$ cat config.mk
export PLATFORM = sky130hd
export DESIGN_NAME = pipe_run_ctrl
export DESIGN_NICKNAME = d
export VERILOG_FILES = /design/src/rtl/pipe_run_ctrl.sv
export SDC_FILE = /design/constraint.sdc
export NUM_CORES = 1
export LEC_CHECK = 0
export BUFFER_PORTS_ARGS = -buffer_cell sky130_fd_sc_hd__buf_2
export CAP_MARGIN = 10
export CORE_MARGIN = 2
export CORE_UTILIZATION = 40
export CTS_CLUSTER_SIZE = 40
export DETAILED_ROUTE_END_ITERATION = 8
export PLACE_DENSITY = 0.76
export REMOVE_ABC_BUFFERS = 1
export SYNTH_ARGS = -nofsm -noshare
export SYNTH_HDL_FRONTEND = slang
export SYNTH_SLANG_ARGS = --single-unit
export TNS_END_PERCENT = 1
$ cat constraint.sdc
create_clock -name clk -period 1.86 [get_ports clk]
set_input_delay 0.186 -clock clk [delete_from_list [all_inputs] [get_ports clk]]
set_output_delay 0.186 -clock clk [all_outputs]
set_load 0.1 [all_outputs]
$ cat src/rtl/pipe_run_ctrl.sv
// pipe_run_ctrl: run-control sequencer for the 5-stage pipeline.
// Halt / free-run / single-step from button levels. Fetch stops first, then
// DRAIN_CYCLES cycles retire in-flight work so the pipe halts on an
// instruction boundary. Counts the cycles in which the pipeline was enabled.
// Optional macro PIPE_BREAKPOINT_EN adds a PC breakpoint comparator.
module pipe_run_ctrl #(
   parameter int unsigned DRAIN_CYCLES = 4,
   parameter int unsigned CNT_W        = 32
) (
   input  logic             clk,
   input  logic             rst_n,
   input  logic             RunBtn,
   input  logic             StepBtn,
   input  logic             HaltBtn,
   input  logic [31:0]      PCF,
   input  logic             StallF,
   input  logic [31:0]      BkptAddr,
   output logic             PipeEn,
   output logic             FetchEn,
   output logic             Halted,
   output logic [1:0]       RunState,
   output logic [CNT_W-1:0] CycleCnt,
   output logic             BkptHit
);

   localparam int unsigned DCNT_W = 4;
   localparam logic [DCNT_W-1:0] DRAIN_LOAD = DCNT_W'(DRAIN_CYCLES - 1);

   localparam logic [1:0] HALTED = 2'd0;
   localparam logic [1:0] RUN    = 2'd1;
   localparam logic [1:0] DRAIN  = 2'd2;
   localparam logic [1:0] STEP   = 2'd3;

   logic [1:0]        state;
   logic [1:0]        stateNext;
   logic [DCNT_W-1:0] drainCnt;
   logic [DCNT_W-1:0] drainCntNext;
   logic              runPrev;
   logic              stepPrev;
   logic              haltPrev;
   logic              runEdge;
   logic              stepEdge;
   logic              haltEdge;
   logic              bkptHitNow;
   logic              bkptSet;
   logic              bkptClr;

   assign runEdge  = RunBtn  & ~runPrev;
   assign stepEdge = StepBtn & ~stepPrev;
   assign haltEdge = HaltBtn & ~haltPrev;

`ifdef PIPE_BREAKPOINT_EN
   // Hit when the breakpoint PC is actually fetched while free-running.
   assign bkptHitNow = (state == RUN) & (PCF == BkptAddr) & ~StallF & PipeEn;
`else
   logic unusedBkptInputs;
   assign bkptHitNow       = 1'b0;
   assign unusedBkptInputs = ^{PCF, StallF, BkptAddr};
`endif

   // Next-state and drain-counter decode.
   always_comb begin
      stateNext    = state;
      drainCntNext = drainCnt;
      bkptSet      = 1'b0;
      bkptClr      = 1'b0;
      case (state)
         HALTED: begin
            if (stepEdge) begin
               stateNext = STEP;
               bkptClr   = 1'b1;
            end else if (runEdge) begin
               stateNext = RUN;
               bkptClr   = 1'b1;
            end
         end
         RUN: begin
            if (haltEdge | bkptHitNow) begin
               stateNext    = DRAIN;
               drainCntNext = DRAIN_LOAD;
               bkptSet      = bkptHitNow;
            end
         end
         STEP: begin
            stateNext    = DRAIN;
            drainCntNext = DRAIN_LOAD;
         end
         DRAIN: begin
            if (drainCnt == '0) begin
               stateNext = HALTED;
            end else begin
               drainCntNext = drainCnt - DCNT_W'(1);
            end
         end
         default: stateNext = HALTED;
      endcase
   end

   // State register with outputs registered from the next state.
   always_ff @(posedge clk) begin
      if (!rst_n) begin
         state    <= HALTED;
         drainCnt <= '0;
         RunState <= HALTED;
         PipeEn   <= 1'b0;
         FetchEn  <= 1'b0;
         Halted   <= 1'b1;
      end else begin
         state    <= stateNext;
         drainCnt <= drainCntNext;
         RunState <= stateNext;
         PipeEn   <= (stateNext != HALTED);
         FetchEn  <= (stateNext == RUN) | (stateNext == STEP);
         Halted   <= (stateNext == HALTED);
      end
   end

   // Button level history; reset high so a held button gives no edge.
   always_ff @(posedge clk) begin
      if (!rst_n) begin
         runPrev  <= 1'b1;
         stepPrev <= 1'b1;
         haltPrev <= 1'b1;
      end else begin
         runPrev  <= RunBtn;
         stepPrev <= StepBtn;
         haltPrev <= HaltBtn;
      end
   end

   // Enabled-cycle counter, free-wrapping.
   always_ff @(posedge clk) begin
      if (!rst_n) begin
         CycleCnt <= '0;
      end else if (PipeEn) begin
         CycleCnt <= CycleCnt + CNT_W'(1);
      end
   end

   // Sticky breakpoint flag, cleared when a new run or step is accepted.
   always_ff @(posedge clk) begin
      if (!rst_n) begin
         BkptHit <= 1'b0;
      end else if (bkptSet) begin
         BkptHit <= 1'b1;
      end else if (bkptClr) begin
         BkptHit <= 1'b0;
      end
   end

endmodule

Word level (Yosys, flattened, before mapping)
Cells that the tools add are included.
{"block": "word_totals", "wordCells": 39, "out_inout_bits": 38, "regBits": 44, "input_bits": 70}
{"block": "op_classes", "addsub": 2, "n_reduce_logical": 6, "n_mux": 8, "eq_ne": 7, "n_bitwise": 7}
{"operator": "32-bit by 1-bit adder with 32-bit output (second input constant)", "count": 1}
{"operator": "4-bit case mux with 3 select lines", "count": 1}
{"operator": "2-bit two-way mux", "count": 4}
{"operator": "4-bit two-way mux", "count": 2}
{"operator": "2-bit case mux with 4 select lines", "count": 1}
{"operator": "2-bit == test (second input constant)", "count": 3}
{"operator": "2-bit by 1-bit == test with 1-bit output (second input constant)", "count": 2}
{"operator": "2-bit zero test", "count": 2}
{"operator": "4-bit zero test", "count": 1}
{"operator": "2-bit != test (second input constant)", "count": 2}
{"operator": "4-bit by 1-bit subtractor with 4-bit output (second input constant)", "count": 1}
{"operator": "1-bit bitwise AND", "count": 3}
{"operator": "1-bit inverter", "count": 3}
{"operator": "3-bit AND reduction", "count": 1}
{"operator": "3-bit nonzero test", "count": 1}
{"operator": "2-bit nonzero test", "count": 1}
{"operator": "1-bit OR", "count": 1}

Longest topological paths before layout
{"block": "logic_depth", "depth_word": 7, "depth_mapped": 7, "mapped_depth_nobuf": 6}

Least setup slack after synthesis
No wires, ideal clock.
{"block": "synth_timing", "kind": "flip-flop to flip-flop", "start": "reg CycleCnt[0]", "end": "reg CycleCnt[30]", "setup_slack_ns": -0.908, "arrival_ns": 2.697, "stages_incl_launch_ff": 8, "synth_period_minus_slack_ns": 2.768, "path_cell_list": "dfxtp_1 -> ha_1 -> nand3_2 -> or3_1 -> buf_6 -> buf_6 -> or4_1 -> a21oi_1"}
{"block": "synth_via", "elab_chain_cells": 1}
{"element": "start, declared", "line_no": "22", "rtl": "output logic [CNT_W-1:0] CycleCnt,"}
{"element": "start signal, assigned", "line_no": "136", "rtl": "CycleCnt <= CycleCnt + CNT_W'(1);"}
{"element": "32-bit by 1-bit adder with 32-bit output", "line_no": "136"}
No other way between the ends.
A chain may end at the register's enable or synchronous reset.

Worst setup path after layout
{"block": "layout_timing", "start": "reg CycleCnt[1]", "end": "reg CycleCnt[13]"}
The elaborated chain is that of the path after synthesis.

==> results summary <==
The flow ran to the end, but the final reports show violations. The checks that failed: negative setup slack. Across every metal layer, demand over resource in global routing totals 0.178. Once placement finished, the instance area stood at 2370 sq um. The number of DRC violations after detailed routing came out at 0. The maximum number of pins on one net before global-route repair is 32.

The dominant register cell in the synthesized netlist is sky130_fd_sc_hd__dfxtp_1. The critical path ends at CycleCnt[13]. The row count came out at 25. Timing analysis after detailed placement gives a worst setup slack of -33.4 ps.

In this run the critical register-to-register path is launched from CycleCnt[1]. In the routed layout, each cell is associated on average with a via count of 5.31. The share of synthesized area occupied by flip-flops and latches is 0.431.

The number of buffer cells added on primary ports came out at 41. The number of global-route vias before repair is 1,692. The final worst-path setup slack came out at -7.06 ps. The starting density of the core came out at 0.420. The kind of capture point of the worst setup path is a flop. The summed negative setup slack over all endpoints came out at -7.06 ps. Counting the buffers created by CTS gives 5. After detailed routing, the average wire length per cell comes to 13.5 um. The first-pass iteration count of the detailed router came out at 4. The launching element type of the critical path is a flop. Detailed placement finished with a half-perimeter wire length of 3190 um.

The ratio of total power to cell area is 739 nW/um^2. The actual slew at the worst max-slew pin came out at 581 ps. The synthesized instance count came out at 224. The height of the die is 74.6 um.

TritonCTS built the clock tree. The number of inserted diodes came out at 0. Headroom to the max-slew limit came out at 0.609. The initial antenna violation count came out at 0. In the post-synthesis netlist, the biggest area contributors are sky130_fd_sc_hd__dfxtp_1 (43%), sky130_fd_sc_hd__o31ai_1 (6.8%), sky130_fd_sc_hd__or4_1 (6.8%). For this run, the number of Yosys warnings is 0.

The clock tree root driver cell is sky130_fd_sc_hd__clkbuf_8. The CTS sink count is 43. The final count of pins violating max slew was 0. The worst register-to-register path has a depth of 6. In this run, synthesis produced a sequential element count of 43. The x dimension of the die is 74.6 um. The fraction of layout instances using a drive strength above 1 came out at 0.314. After synthesis, the netlist uses 40 different library cells. The wire length of the first global-routing pass is 7530 um. The initial DRC count came out at 94.

The total die area came out at 5570 sq um. The final design area excluding fillers came out at 2570 sq um. The netlist area before placement came out at 2000 sq um. The insertion delay of the later-clocked pin in the worst-skew pair is 300 ps. Setup repair after global routing could not meet its margin everywhere.

The final antenna-violating net count is 0. The reported leakage power came out at 1.06 nW. The total setup violations reported at the end of the flow is 1. The max-capacitance violation count came out at 0. Each instance of the synthesized netlist takes up on average 8.91 sq um.

The largest vdd supply drop is 0.000618 V. Between clock sinks in the finished design, the worst skew comes to 7.55 ps. The count of H-tree levels built during CTS is 2. The floorplan step defined a core boundary enclosing 4750 sq um.

The area fraction of the dominant cell type after synthesis came out at 0.431. The worst register-to-register path ends at CycleCnt[13]. The final weighted congestion in routability-driven placement came out at 0.769.

After clock tree synthesis, the clock-pin slew on the worst setup and hold paths is 80 ps. Pin placement for this block handled 108 I/O pins. Across all layers, the routed design uses 1,880 vias. The net count reported at finish is 360. The critical path required time is 2100 ps. Subtracting the final worst setup slack from the clock period gives 1870 ps.

The count of flip-flops with a built-in enable after synthesis came out at 0. Derived from the worst setup path, the maximum achievable clock frequency is 0.536 GHz. STA puts the critical path data arrival time at 2100 ps. From synthesis to final layout, the design area changed by 28.6%.

The total detailed-routing wirelength is 4780 um. The setup slack on the worst flop-to-flop path came out at -7 ps. The startpoint identified for the worst hold timing path is StepBtn.

The share of async-settable or async-resettable flops after synthesis is 0. The worst setup path is of the reg2reg kind. The hold buffer count at cts came out at 0.

The path class of the tightest hold or removal check is in2reg. The post-synthesis cell type with the largest combined area is sky130_fd_sc_hd__dfxtp_1. The number of hold violations in the final report was 0.

The highest net fanout along the worst path came out at 6. The number of buffers on the longest clock path is 2. The most critical setup path has its startpoint at CycleCnt[1]. Dividing the final minimum period by the clock period gives 1.00. Global routing finished with a remaining overflow of 0.
-- worst min path at each step --
stage / endpoint / slack (ps) / cells after the start
6_report: stepPrev / 80 / 2
5_1_grt: haltPrev / 70 / 2
4_1_cts: stepPrev / 70 / 2
3_5_place_dp: stepPrev / 390 / 2
3_3_place_gp: haltPrev / 380 / 2
2_1_floorplan: haltPrev / 260 / 1
-- per-layer routing --
| metal | global-route usage | part of all wire | vias to the layer above |
|---|---|---|---|
| met5 | 0 | 0 | - |
| met4 | 0.0595 | 0.010 | 0 |
| met3 | 0.0643 | 0.048 | 6 |
| met2 | 0.315 | 0.51 | 36 |
| met1 | 0.198 | 0.43 | 888 |
| li1 | - | - | 950 |
-- Yosys cell counts (2+ instances only) --
| cell type | number |
|---|---|
| sky130_fd_sc_hd__nand4_1 | 5 |
| sky130_fd_sc_hd__xnor2_1 | 6 |
| sky130_fd_sc_hd__o21ai_0 | 3 |
| sky130_fd_sc_hd__mux2i_1 | 2 |
| sky130_fd_sc_hd__nor2_1 | 12 |
| sky130_fd_sc_hd__and4_1 | 3 |
| sky130_fd_sc_hd__buf_6 | 3 |
| sky130_fd_sc_hd__buf_4 | 3 |
| sky130_fd_sc_hd__or3_1 | 6 |
| sky130_fd_sc_hd__o211a_1 | 2 |
| sky130_fd_sc_hd__nand2_1 | 16 |
| sky130_fd_sc_hd__o21ai_1 | 3 |
| sky130_fd_sc_hd__inv_1 | 9 |
| sky130_fd_sc_hd__ha_1 | 3 |
| sky130_fd_sc_hd__nand2b_1 | 5 |
| sky130_fd_sc_hd__nand3_1 | 7 |
| sky130_fd_sc_hd__a21o_1 | 2 |
| sky130_fd_sc_hd__dfxtp_1 | 43 |
| sky130_fd_sc_hd__or4_1 | 18 |
| sky130_fd_sc_hd__nor3_1 | 2 |
| sky130_fd_sc_hd__nor4_1 | 3 |
| sky130_fd_sc_hd__o31ai_1 | 18 |
| sky130_fd_sc_hd__and3_1 | 3 |
| sky130_fd_sc_hd__clkbuf_1 | 7 |
| sky130_fd_sc_hd__a21oi_1 | 22 |
| sky130_fd_sc_hd__xor2_1 | 3 |
| sky130_fd_sc_hd__a21boi_0 | 2 |
-- flip-flops by register name, indices dropped and copies added, names as in the netlist --
signal	cells
state	1
FetchEn	1
drainCnt	4
Halted	1
runPrev	1
haltPrev	1
stepPrev	1
PipeEn	1
CycleCnt	32
-- through the flow --
| stage | hold WS, ps | utilization | instances | power, mW |
|---|---|---|---|---|
| after floorplan | 259 | - | 211 | 1.14 |
| after global placement | 380 | 0.499 | 342 | 1.19 |
| after detailed placement | 388 | 0.499 | 342 | 1.20 |
| after CTS | 67.7 | 0.535 | 354 | 1.92 |
| after global routing | 74.7 | 0.540 | 354 | 1.97 |
| final | 79.3 | 0.540 | 354 | 1.90 |
-- cells by family (layout without fill, tap and decap cells) --
logic type / after synthesis / count (layout) / synth area share
adder cells (fa/ha/maj): 3 / 3 / 0.0188
XOR/XNOR: 9 / 9 / 0.0395
AND/OR/NAND/NOR: 90 / 90 / 0.268
flip-flops: 43 / 43 / 0.431
multiplexers: 2 / 2 / 0.0100
AO/OA/AOI/OAI: 54 / 54 / 0.172
other: 1 / 1 / 0.00188
buffers and inverters: 22 / 85 / 0.0583
-- critical path, cell delays in order, from the launching register on --
cell                      delay [ps]
sky130_fd_sc_hd__dfxtp_2         340
sky130_fd_sc_hd__buf_6           100
sky130_fd_sc_hd__nand4_4         100
sky130_fd_sc_hd__or4_4           560
sky130_fd_sc_hd__buf_6           160
sky130_fd_sc_hd__or4_4           400
sky130_fd_sc_hd__a21oi_1         140
-- cells in the final DEF, fill, tap and decap left out, drive strengths merged, types with 5 or more instances in the layout --
cell type | Yosys | final
o21ai | 6 | 6
nand4 | 6 | 6
or4 | 19 | 19
o31ai | 18 | 18
xnor2 | 6 | 6
nand3 | 8 | 8
nand2b | 5 | 5
nor2 | 12 | 12
or3 | 7 | 7
a21oi | 22 | 22
clkbuf | 7 | 6
buf | 6 | 69
nand2 | 16 | 16
dfxtp | 43 | 43
inv | 9 | 9
-- report_power, final --
part           total (mW)  internal (mW)  switching (mW)
registers           0.956          0.940          0.0159
logic               0.230         0.0583           0.172
clock network       0.712          0.394           0.318
total                1.90           1.39           0.506
-- cell type report --
| cell class | instances | area [sq um] |
|---|---|---|
| clock buffers | 6 | 72.6 |
| clock inverters | 1 | 30.0 |
| fillers | 446 | 2190 |
| inverters | 9 | 33.8 |
| multi-input cells | 159 | 1050 |
| flip-flops and latches | 43 | 865 |
| well taps | 67 | 83.8 |
| repair buffers | 69 | 434 |
-- timing repair --
action	4_1_cts	5_1_grt
gates resized for setup	11	8
setup buffers	5	0
setup endpoints to repair	10	19
pin swaps	8	5
hold endpoints to repair	0	0
(Power assumes the default switching activity.)
